### src/rtl/id_scoreboard_pkg.sv
// id_scoreboard_pkg: shared constants for the load-use scoreboard
package id_scoreboard_pkg;
    localparam logic RstEnable      = 1'b1;
    localparam logic Stop           = 1'b1;
    localparam logic NoStop         = 1'b0;
    localparam int   RegAddrBus     = 5;
    localparam int   LoadLatDefault = 1;
endpackage

### src/rtl/id_scoreboard_sb_counter.sv
// sb_counter: one per-register pending-load countdown cell
module sb_counter
    import id_scoreboard_pkg::*;
#(
    parameter int CNT_W = 3
) (
    input  logic             clk,
    input  logic             rst,
    input  logic             load_i,
    input  logic [CNT_W-1:0] load_val_i,
    input  logic             dec_en_i,
    output logic             nz_o
);
    logic [CNT_W-1:0] cnt_q, cnt_d;
    // an accepted write overrides the decrement; zero never underflows
    always_comb begin
        cnt_d = load_i ? load_val_i : (dec_en_i && cnt_q != '0) ? cnt_q - CNT_W'(1) : cnt_q;
    end
    // countdown register
    always_ff @(posedge clk) begin
        cnt_q <= (rst == RstEnable) ? '0 : cnt_d;
    end
    assign nz_o = |cnt_q;
endmodule

### src/rtl/id_scoreboard.sv
// id_scoreboard: decode-stage load-use interlock with configurable load latency (optional ID_SCOREBOARD_STATS_EN stall counter)
module id_scoreboard
    import id_scoreboard_pkg::*;
#(
    parameter int REG_NUM  = 32,
    parameter int REG_AW   = RegAddrBus,
    parameter int LOAD_LAT = LoadLatDefault,
    parameter int CNT_W    = 3
) (
    input  logic              clk,
    input  logic              rst,
    input  logic              reg1_read_i,
    input  logic [REG_AW-1:0] reg1_addr_i,
    input  logic              reg2_read_i,
    input  logic [REG_AW-1:0] reg2_addr_i,
    input  logic              issue_valid_i,
    input  logic              wreg_i,
    input  logic [REG_AW-1:0] wd_i,
    input  logic              is_load_i,
    input  logic              hold_i,
    input  logic              flush_i,
`ifdef ID_SCOREBOARD_STATS_EN
    output logic [31:0]       stall_cycles_o,
`endif
    output logic              stallReq,
    output logic [REG_NUM-1:0] pending_o,
    output logic              issue_ack_o
);
    logic [REG_NUM-1:0] pend;
    logic hit1, hit2, wr;
    assign pend[0] = 1'b0;
    // source hazard detection and issue qualification
    always_comb begin
        hit1        = reg1_read_i && reg1_addr_i != '0 && pend[reg1_addr_i];
        hit2        = reg2_read_i && reg2_addr_i != '0 && pend[reg2_addr_i];
        stallReq    = (issue_valid_i && !flush_i && (hit1 || hit2)) ? Stop : NoStop;
        issue_ack_o = issue_valid_i && !stallReq && !hold_i && !flush_i;
        wr          = issue_ack_o && wreg_i && wd_i != '0;
    end
    for (genvar r = 1; r < REG_NUM; r++) begin : g_cnt
        sb_counter #(.CNT_W(CNT_W)) u_cnt (
            .clk       (clk),
            .rst       (rst),
            .load_i    (wr && wd_i == REG_AW'(r)),
            .load_val_i(is_load_i ? CNT_W'(LOAD_LAT) : '0),
            .dec_en_i  (!hold_i),
            .nz_o      (pend[r])
        );
    end
    assign pending_o = pend;
`ifdef ID_SCOREBOARD_STATS_EN
    logic [31:0] stall_cnt_q;
    // saturating count of unheld stall cycles
    always_ff @(posedge clk) begin
        if (rst == RstEnable) stall_cnt_q <= '0;
        else if (stallReq && !hold_i && stall_cnt_q != '1) stall_cnt_q <= stall_cnt_q + 32'd1;
    end
    assign stall_cycles_o = stall_cnt_q;
`endif
endmodule

### config.mk
export PLATFORM = sky130hd
export DESIGN_NAME = id_scoreboard
export DESIGN_NICKNAME = d
export VERILOG_FILES = /design/src/rtl/id_scoreboard_pkg.sv /design/src/rtl/id_scoreboard_sb_counter.sv /design/src/rtl/id_scoreboard.sv
export SDC_FILE = /design/constraint.sdc
export NUM_CORES = 1
export LEC_CHECK = 0
export CAP_MARGIN = 20
export CELL_PAD_IN_SITES_DETAIL_PLACEMENT = 2
export CELL_PAD_IN_SITES_GLOBAL_PLACEMENT = 2
export CORE_MARGIN = 1.5
export CORE_UTILIZATION = 36
export DETAILED_ROUTE_END_ITERATION = 10
export HOLD_SLACK_MARGIN = 0.08
export PLACE_DENSITY_LB_ADDON = 0.2
export SLEW_MARGIN = 20
export SYNTH_ARGS = -nofsm -noshare
export SYNTH_HDL_FRONTEND = slang
export SYNTH_SLANG_ARGS = --single-unit
export TNS_END_PERCENT = 10
### constraint.sdc
create_clock -name clk -period 5.6 [get_ports clk]
set_input_delay 1.68 -clock clk [delete_from_list [all_inputs] [get_ports clk]]
set_output_delay 1.68 -clock clk [all_outputs]
set_load 0.03 [all_outputs]
# Word level (Yosys, flattened, before mapping)
# Index checks and enable logic that the tools add are counted.
[op_classes]
addsub = 31
order_cmp = 2
eq_ne = 31
mux = 68
n_reduce_logical = 173
[ops]
columns = ["cell", "n"]
rows = [
  ["3-bit 2-to-1 mux", 62],
  ["3-bit nonzero test", 31],
  ["3-bit OR reduction", 31],
  ["3-bit by 1-bit subtractor with 3-bit output (second input constant)", 31],
  ["5-bit == test (second input constant)", 16],
  ["1-bit logical AND", 73],
  ["2-bit nonzero test", 31],
  ["5-bit by 4-bit == test with 1-bit output (second input constant)", 8],
  ["5-bit by 3-bit == test with 1-bit output (second input constant)", 4],
  ["5-bit nonzero test", 3],
  ["5-bit by 6-bit < comparator with 1-bit output (second input constant)", 2],
  ["1-bit binary-select mux with 5-bit select", 2],
  ["5-bit by 2-bit == test with 1-bit output (second input constant)", 2],
  ["5-bit by 1-bit == test with 1-bit output (second input constant)", 1],
  ["1-bit 2-to-1 mux", 4],
  ["1-bit logical NOT", 3],
  ["1-bit logical OR", 1],
]
[word_totals]
reg_bits = 93
inputBits = 24
output_inout_bits = 34
elab_cells = 336

# Depth between registers and ports, before layout
# Gate-level depths: netlist of run 1.
[depth]
depth_word = 15
ltp_mapped = 12
depth_no_buf = 10

# By module
# From an unflattened synthesis of run 1, not the netlist that was laid out.
[hier_totals]
hier_cells = 780
area_unflattened_um2 = 7245.7
[by_module_without_submodules]
columns = ["module", "n_inst", "cells_each", "area_each_um2", "seq_area_each_um2"]
rows = [
  ["sb_counter", 31, 21, 198.9, 60.1],
  ["id_scoreboard", 1, 129, 1078.5, 0.0],
]

# Least setup slack after synthesis of run 1
# OpenSTA, ideal clock, no wires.
[synth_path]
kind = "input -> output"
from = "in reg2_addr_i[0]"
to = "out stallReq"
t_arrival_ns = 4.166
t_required_ns = 3.920
path_slack_ns = -0.246
cell_stages = 9
path_buffers = 2
cell_sequence = "buf_2 inv_1 mux2i_1 a2111oi_0 a21oi_1 o2111ai_2 a21oi_2 buf_2 nor3b_1"
[synth_via]
elab_chain_len = 6
elab_cells_between_ends = 8
classes_between = "3 x mux; 5 x reduce/logical"
[synth_rtl]
columns = ["element", "line_no", "source"]
rows = [
  ["start: declaration", "id_scoreboard.sv:15", "input logic [REG_AW-1:0] reg2_addr_i,"],
  ["1-bit binary-select mux with 5-bit select or 5-bit nonzero test (tied branches)", "id_scoreboard.sv:35", "hit2 = reg2_read_i && reg2_addr_i != '0 && pend[reg2_addr_i];"],
  ["1-bit 2-to-1 mux (not written as such) or 1-bit logical AND (tied branches)", "id_scoreboard.sv:35", ""],
  ["1-bit logical AND (*)", "id_scoreboard.sv:35", ""],
  ["1-bit logical OR (*)", "id_scoreboard.sv:36", "stallReq = (issue_valid_i && !flush_i && (hit1 || hit2)) ? Stop : NoStop;"],
  ["1-bit logical AND (*)", "id_scoreboard.sv:36", ""],
  ["1-bit 2-to-1 mux (*)", "id_scoreboard.sv:36", ""],
  ["end: declaration", "id_scoreboard.sv:25", "output logic stallReq,"],
]
# Every way passes the cells marked *; elsewhere a longest branch is shown, timed or not. The select of a mux whose other input is x is not followed.

# Worst setup path after layout of run 1
[layout_path]
from = "in reg2_addr_i[1]"
to = "out issue_ack_o"
[layout_via]
elab_chain_len = 10
elab_cells_between_ends = 12
classes_between = "3 x mux; 9 x reduce/logical"
[layout_rtl]
columns = ["element", "line_no", "source"]
rows = [
  ["1-bit binary-select mux with 5-bit select or 5-bit nonzero test (tied branches)", "id_scoreboard.sv:35", ""],
  ["1-bit 2-to-1 mux (not written as such) or 1-bit logical AND (tied branches)", "id_scoreboard.sv:35", ""],
  ["1-bit logical AND (*)", "id_scoreboard.sv:35", ""],
  ["1-bit logical OR (*)", "id_scoreboard.sv:36", ""],
  ["1-bit logical AND (*)", "id_scoreboard.sv:36", ""],
  ["1-bit 2-to-1 mux (*)", "id_scoreboard.sv:36", ""],
  ["1-bit logical NOT (*)", "id_scoreboard.sv:37", "issue_ack_o = issue_valid_i && !stallReq && !hold_i && !flush_i;"],
  ["1-bit logical AND (*) (3 in a row)", "id_scoreboard.sv:37", ""],
  ["end: declaration", "id_scoreboard.sv:27", "output logic issue_ack_o"],
]
# Marked as above.

==> impl_metrics.csv, run 1 <==
group,metric,value,unit
clock_tree,clockBufferDepth,2,
placed_design,place_hpwl,18.21,mm
worst_setup_path,r2r_cells,12,
sta,setup_viol,0,
hold_path,min_path_cells,2,
clock_tree,cts_buffers,9,
hold_path,hp-start,"g_cnt[23].u_cnt.cnt_q[1]",
cells_and_area,antennaDiodeCount,0,
drt,drc,6,
cells_and_area,final_cells,1080,
worst_setup_path,cp.arrival,3.92,ns
sta,fin_crit,5.600,ns
worst_setup_path,rr_startpoint,"g_cnt[15].u_cnt.cnt_q[0]",
worst_setup_path,crit_type,"in -> out",
pwr,finalPower,5.552,mW
outcome,violations,"design-rule violations",
worst_setup_path,critPathCaptureType,"output port",
grt,grt-ovfl-total,0,
drt,dr_total_vias,6042,
worst_setup_path,worstPathCellList,"clkdlybuf4s50_1 > buf_4 > buf_4 > nand2b_1 > a21oi_1 > o22ai_2 > a21oi_4 > o2111ai_4 > a21oi_4 > buf_4 > and2_1 > buf_4",
drt,avgRoutedWirePerCell,22.79,um
cells_and_area,fill_cells,1977,
clock_tree,clock_sinks,93,
drt,drt_wl_total,24.61,mm
floorplan,num_rows,49,
sta,fmax,0.1786,GHz
grt,grt.total_usage,26.01,%
floorplan,initial_core_util,36.86,%
worst_setup_path,cp_common_cell,"buf_4",
logic_synthesis,synthDistinctLibCells,52,
clock_tree,clockRootBuffer,"clkbuf_16",
clock_tree,htree_levels,3,
logic_synthesis,ys_seq_elements,93,
pwr,powerDensity,699.1,nW/um^2
worst_setup_path,worstPathRequired,3.92,ns
clock_tree,cts_tree,"built",
sta,hold_viol,0,
grt,grt_pass1_wl,38.82,mm
grt,grt_max_degree,54,
drt,initialDrtViolationCount,320,
cells_and_area,top_register,"g_cnt.u_cnt.cnt_q",
drt,firstDrtPassIters,7,
clock_tree,hold_buffers,0,
drt,ant_nets,0,
hold_path,hold_class,"reg -> reg",
floorplan,die_w,139.1,um
placed_design,place.port_buffers,56,
sta,fin_crit_sh,99.99,%
outcome,status,"complete, but fails checks",
logic_synthesis,synth-edff-count,0,
cells_and_area,post_route_cells_drive_above_1_share,11.87,%
cells_and_area,reg_top3,"g_cnt.u_cnt.cnt_q (93)",
logic_synthesis,syn-cell-area,6666,sq um
clock_tree,clk_pin_slew,0.06,ns
worst_setup_path,critical_path.top_delay_family,"buffers and inverters",
floorplan,coreArea,18090,sq um
clock_tree,clk-insertion-delay-late,0.36,ns
worst_setup_path,cp_slowest_cell,"clkdlybuf4s50_1",
logic_synthesis,syn-num-nets,883,
placed_design,dp.cells,1062,
sta,relSlewSlack,31.60,%
floorplan,fp.dieArea,19340,sq um
logic_synthesis,async_flop_share,0,%
cells_and_area,largest_reg_flops,93,
grt,antenna_found_initial,2,
placed_design,gp_congestion,0.8338,
cells_and_area,area_growth,19.13,%
logic_synthesis,synthCells,797,
cells_and_area,final_nets,933,
worst_setup_path,crit_buf_inv,5,
worst_setup_path,crit_path_max_incr_delay,0.49,ns
worst_setup_path,startpoint_type,"primary input",
floorplan,ios,58,
sta,slew_violations,0,
pwr,p_leak,2.940,nW
hold_path,hold_end,"g_cnt[23].u_cnt.cnt_q[1]",
worst_setup_path,path_max_fanout,5,
logic_synthesis,synth_ff_type,"dfxtp_1",
worst_setup_path,r2r_end,"g_cnt[23].u_cnt.cnt_q[0]",
pwr,ir_worst_vdd,300.6,uV
grt,grt_pass1_vias,6846,
logic_synthesis,ys_warn_count,0,
worst_setup_path,r2r_setup_slack,2.23,ns
drt,viasPerCell,5.594,
logic_synthesis,syn_avg_cell_area,8.364,sq um
floorplan,die_h,139.1,um
job,max-cap-violations,0,
sta,clock_skew,0.007642,ns
sta,worst-slew-pin-transition,1.026,ns
logic_synthesis,ys_seq_area_share,27.93,%
[layout make-up]
| type | instances | area (sq um) | area share, % |
|---|---|---|---|
| Multi-Input combinational cell | 546 | 4131 | 52.02 |
| Sequential cell | 93 | 1862 | 23.44 |
| Timing Repair Buffer | 111 | 975.9 | 12.29 |
| Inverter | 86 | 322.8 | 4.065 |
| Tap cell | 229 | 286.5 | 3.608 |
| Clock buffer | 11 | 242.7 | 3.057 |
| Clock inverter | 4 | 120.1 | 1.513 |
[worst max path at each step]
stage	end	start	slack (ns)	cells after the start
floorplan	issue_ack_o	reg1_addr_i[2]	0.001	9
global placement	stallReq	reg2_addr_i[0]	-0.46	10
detailed placement	stallReq	reg2_addr_i[0]	-0.58	10
CTS	issue_ack_o	reg1_addr_i[0]	-0.01	11
global route	issue_ack_o	reg2_addr_i[1]	-0.1	12
finish	issue_ack_o	reg2_addr_i[1]	0.0003	12
[stage by stage]
stage | utilization (%) | hold WS (ns) | instance area (sq um) | TNS [ns] | setup slack, ns
detailed placement | 41.46 | 0.5484 | 7498 | -0.9003 | -0.5766
CTS | 43.67 | 0.5595 | 7899 | -0.01220 | -0.01220
global placement | 41.46 | 0.5309 | 7498 | -0.6688 | -0.4614
finish | 43.91 | 0.5536 | 7941 | 0 | 0.0003295
global route | 43.91 | 0.5932 | 7941 | -0.09857 | -0.09857
floorplan | - | 0.5214 | 6671 | 0 | 0.001099
[metal layers]
| layer | share of wire (%) | up-vias | routed length, um | track usage, % |
|---|---|---|---|---|
| met5 | 0 | - | 0 | 0 |
| met4 | 3.3 | 0 | 809 | 9.910 |
| met3 | 5.1 | 47 | 1258 | 4.834 |
| met2 | 50 | 123 | 12380 | 45.92 |
| met1 | 41 | 3045 | 10160 | 31.30 |
| li1 | - | 2827 | - | - |
[power breakdown]
group          internal, mW  leakage, nW  switching (mW)
sequential            0.972        0.762           0.196
clock                 0.492        0.176           0.274
combinational          1.45         2.00            2.17
total                  2.92         2.94            2.64
[repair_timing]
| item | 4_1_cts | 5_1_grt |
|---|---|---|
| buffers inserted | 1 | 2 |
| resized for setup | 16 | 11 |
| pin swaps | 2 | 6 |
| endpoints found under the setup margin | 2 | 2 |
[placed cells by master (no fill, tap or decap), drive strengths merged, types with 2 or more instances in the layout]
cell           netlist  routed
a2111oi              3       3
a211oi              27      27
a21oi               12      12
a221oi              33      33
a311oi               2       2
a31oi                3       3
and2                 4       4
and3                 4       4
and3b               11      11
buf                 47      58
bufinv               0       4
clkbuf              25      12
clkdlybuf4s50        0      49
dfxtp               93      93
dlygate4sd2          0       2
ha                  62      62
inv                 86      86
mux2i                5       5
mux4                 7       7
nand2               81      81
nand2b              20      20
nand3                6       6
nand3b               7       7
nor2                43      43
nor2b               27      27
nor3                10      10
nor3b               28      28
o2111ai             15      15
o211ai              23      23
o21ai               33      33
o311a                2       2
or2                  3       3
xnor2               48      48
xor2                14      14
[Yosys cell counts (23+ instances only)]
cell type  count  share of area (%)
nor3b_1       28                3.2
nor2_1        43                2.4
clkbuf_1      25                1.4
nor2b_1       27                2.5
nand2_1       81                4.6
dfxtp_1       93                 28
xnor2_1       48                6.3
o21ai_0       33                2.5
ha_1          62                 12
buf_4         32                3.6
o211ai_1      23                2.6
inv_1         86                4.8
a211oi_1      27                3.0
a221oi_1      32                4.2
[cell families (layout without fill, tap and decap cells)]
kind of cell / after synthesis / after routing / share of synthesized area (%)
AO/OA/AOI/OAI: 159 / 159 / 18.17
XOR/XNOR: 62 / 62 / 8.146
adder cells (fa/ha/maj): 62 / 62 / 11.64
buffers and inverters: 158 / 212 / 11.09
flip-flops: 93 / 93 / 27.93
multiplexers: 13 / 13 / 3.285
other: 1 / 1 / 0.05625
AND/OR/NAND/NOR: 249 / 249 / 19.69
[tightest hold or removal path, cell delays in order, from the launching register on]
cell,delay (ns)
dfxtp_1,0.31
o21ai_0,0.15
nor3b_1,0.05
(Power assumes the default switching activity.)
==> inputs of run 2 (changes only) <==
--- a/config.mk
+++ b/config.mk
@@ -5,6 +5,7 @@
 export SDC_FILE = /design/constraint.sdc
 export NUM_CORES = 1
 export LEC_CHECK = 0
+export ABC_AREA = 0
 export CAP_MARGIN = 20
 export CELL_PAD_IN_SITES_DETAIL_PLACEMENT = 2
 export CELL_PAD_IN_SITES_GLOBAL_PLACEMENT = 2
==> results of run 2 <==
Same layout as run 1: the final DEF is identical, and so are final timing and power.
==> inputs of run 3 (changes only) <==
--- a/config.mk
+++ b/config.mk
@@ -10,10 +10,11 @@
 export CELL_PAD_IN_SITES_DETAIL_PLACEMENT = 2
 export CELL_PAD_IN_SITES_GLOBAL_PLACEMENT = 2
 export CORE_MARGIN = 1.5
-export CORE_UTILIZATION = 36
+export CORE_UTILIZATION = 39
 export DETAILED_ROUTE_END_ITERATION = 10
+export DONT_BUFFER_PORTS = 1
 export HOLD_SLACK_MARGIN = 0.08
-export PLACE_DENSITY_LB_ADDON = 0.2
+export PLACE_DENSITY_LB_ADDON = 0.1
 export SLEW_MARGIN = 20
 export SYNTH_ARGS = -nofsm -noshare
 export SYNTH_HDL_FRONTEND = slang
==> impl_metrics.csv, run 3 (synthesis results as in run 1) <==
group,metric,value,unit
grt,grt_max_degree,94,
drt,drc,0,
pwr,p_sw_share,50.84,%
floorplan,die_h,133.7,um
worst_setup_path,crit_path_max_incr_delay,0.51,ns
pwr,p_switching,2.516,mW
worst_setup_path,startpoint_type,"primary input",
floorplan,coreArea,16640,sq um
sta,relSlewSlack,45.03,%
pwr,seqPwrFrac,23.6,%
placed_design,dp.cells,957,
grt,grt-ovfl-total,0,
placed_design,place.port_buffers,0,
worst_setup_path,cp.arrival,3.71,ns
floorplan,initial_core_util,40.06,%
clock_tree,htree_levels,3,
clock_tree,cts_tree,"built",
sta,worst-slew-pin-transition,0.8245,ns
pwr,p_int,2.433,mW
sta,hold_viol,0,
drt,drt_wl_total,22.77,mm
sta,setup_viol,0,
clock_tree,hold_buffers,0,
clock_tree,clock_sinks,93,
floorplan,fp.dieArea,17890,sq um
worst_setup_path,worstPathCellList,"or4b_1 > o2111ai_1 > a21oi_1 > a2111o_1 > and3_4 > a21oi_2 > and2_1 > buf_4",
hold_path,hold_class,"reg -> reg",
grt,antenna_found_initial,1,
pwr,p_clk_share,15.2,%
clock_tree,clk-insertion-delay-late,0.36,ns
grt,grt_pass1_wl,35.65,mm
cells_and_area,top_register,"g_cnt.u_cnt.cnt_q",
clock_tree,cts_buffers,9,
cells_and_area,final_cells,973,
outcome,status,"completed",
cells_and_area,area_growth,4.730,%
sta,fin_crit,5.389,ns
worst_setup_path,critPathCaptureType,"output port",
placed_design,place_hpwl,16.88,mm
drt,avgRoutedWirePerCell,23.40,um
clock_tree,clockRootBuffer,"clkbuf_16",
pwr,ir_worst_vdd,243.2,uV
worst_setup_path,worstPathRequired,3.92,ns
sta,fmax,0.1856,GHz
grt,gr-usage-met2,45.88,%
job,max-cap-violations,0,
floorplan,die_w,133.7,um
sta,rsz0062_at_grt,"false",
floorplan,num_rows,47,
floorplan,ios,58,
worst_setup_path,path_max_fanout,9,
grt,grt.total_usage,26.25,%
worst_setup_path,cp_slowest_cell,"or4b_1",
clock_tree,cts_resized,0,
drt,dr_total_vias,5636,
sta,fin_crit_sh,96.24,%
pwr,powerDensity,708.7,nW/um^2
worst_setup_path,crit_type,"in -> out",
drt,viasPerCell,5.792,
pwr,p_leak,2.481,nW
grt,grtUsageMet1,33.18,%
drt,firstDrtPassIters,4,
pwr,finalPower,4.948,mW
grt,busiest_layer,"met2",
sta,clock_skew,0.008997,ns
clock_tree,postCtsSetupBuffers,0,
cells_and_area,final_nets,834,
drt,ant_nets,0,
grt,grt_pass1_vias,6242,
cells_and_area,layout_common_cells,"93 x dfxtp_1, 86 x inv_1, 81 x nand2_1, 62 x ha_1, 48 x xnor2_1",
cells_and_area,antennaDiodeCount,0,
clock_tree,clk_pin_slew,0.06,ns
worst_setup_path,critical_path.top_delay_family,"simple AND/OR/NAND/NOR gates",
clock_tree,clockBufferDepth,2,
cells_and_area,largest_reg_flops,93,
pwr,combPwrFrac,61.2,%
cells_and_area,post_route_cells_drive_above_1_share,6.507,%
drt,initialDrtViolationCount,348,
worst_setup_path,crit_buf_inv,1,
placed_design,gp_congestion,0.8191,
sta,slew_violations,0,
cells_and_area,reg_top3,"g_cnt.u_cnt.cnt_q (93)",
sta,setup_tns,0,ns
cells_and_area,mostFrequentLayoutCell,"dfxtp_1",
grt,grtUsageMet3,4.033,%
[run 3: power by group through the flow]
stage	combinational, mW	clock (mW)	sequential [mW]
2_1_floorplan	2.59	0	1.12
3_3_place_gp	2.85	0	1.15
3_5_place_dp	3.05	0	1.17
4_1_cts	3.07	0.766	1.17
5_1_grt	3.33	0.794	1.20
6_report	3.03	0.753	1.17
[run 3: worst register-to-register path, stage by stage, from the launching register on]
cell and delay [ns]:
dfxtp_1 0.33, inv_1 0.10, ha_1 0.15, nor2b_1 0.41, inv_1 0.31, mux2i_1 0.21
a21oi_1 0.09, a2111o_1 0.45, nand3_1 0.47, buf_4 0.41, o2111ai_1 0.23, a221oi_1 0.39
[run 3: final timing paths]
check / start / endpoint / slack [ns] / cells past startpoint
setup reg to reg: g_cnt[6].u_cnt.cnt_q[0] / g_cnt[7].u_cnt.cnt_q[0] / 1.93 / 11
hold / removal: g_cnt[1].u_cnt.cnt_q[1] / g_cnt[1].u_cnt.cnt_q[1] / 0.55 / 2
hold reg to reg: g_cnt[1].u_cnt.cnt_q[1] / g_cnt[1].u_cnt.cnt_q[1] / 0.55 / 2
setup / recovery: reg1_addr_i[2] / issue_ack_o / 0.21 / 8
[run 3: layout make-up]
class | count | area (sq um)
Clock inverter | 5 | 106.4
Sequential cell | 93 | 1862
Timing Repair Buffer | 12 | 90.09
Multi-Input combinational cell | 546 | 4073
Tap cell | 220 | 275.3
Fill cell | 1844 | 9661
Inverter | 86 | 322.8
Clock buffer | 11 | 252.7
[run 3: metal layers]
| metal | part of all wire (%) | wire length, um |
|---|---|---|
| met5 | 0 | 0 |
| met1 | 43 | 9810 |
| met3 | 5.3 | 1206 |
| met2 | 50 | 11280 |
| met4 | 2.1 | 476 |
[run 3: metrics by stage]
| step | instance area (sq um) | util [%] | hold WS, ns | worst slack [ns] |
|---|---|---|---|---|
| floorplan | 6671 | - | 0.5214 | 0.001099 |
| global placement | 6623 | 39.79 | 0.5282 | 0.3013 |
| detailed placement | 6623 | 39.79 | 0.5466 | 0.2543 |
| CTS | 6982 | 41.95 | 0.5607 | 0.2410 |
| global route | 6982 | 41.95 | 0.5747 | 0.08764 |
| finish | 6982 | 41.95 | 0.5532 | 0.2107 |
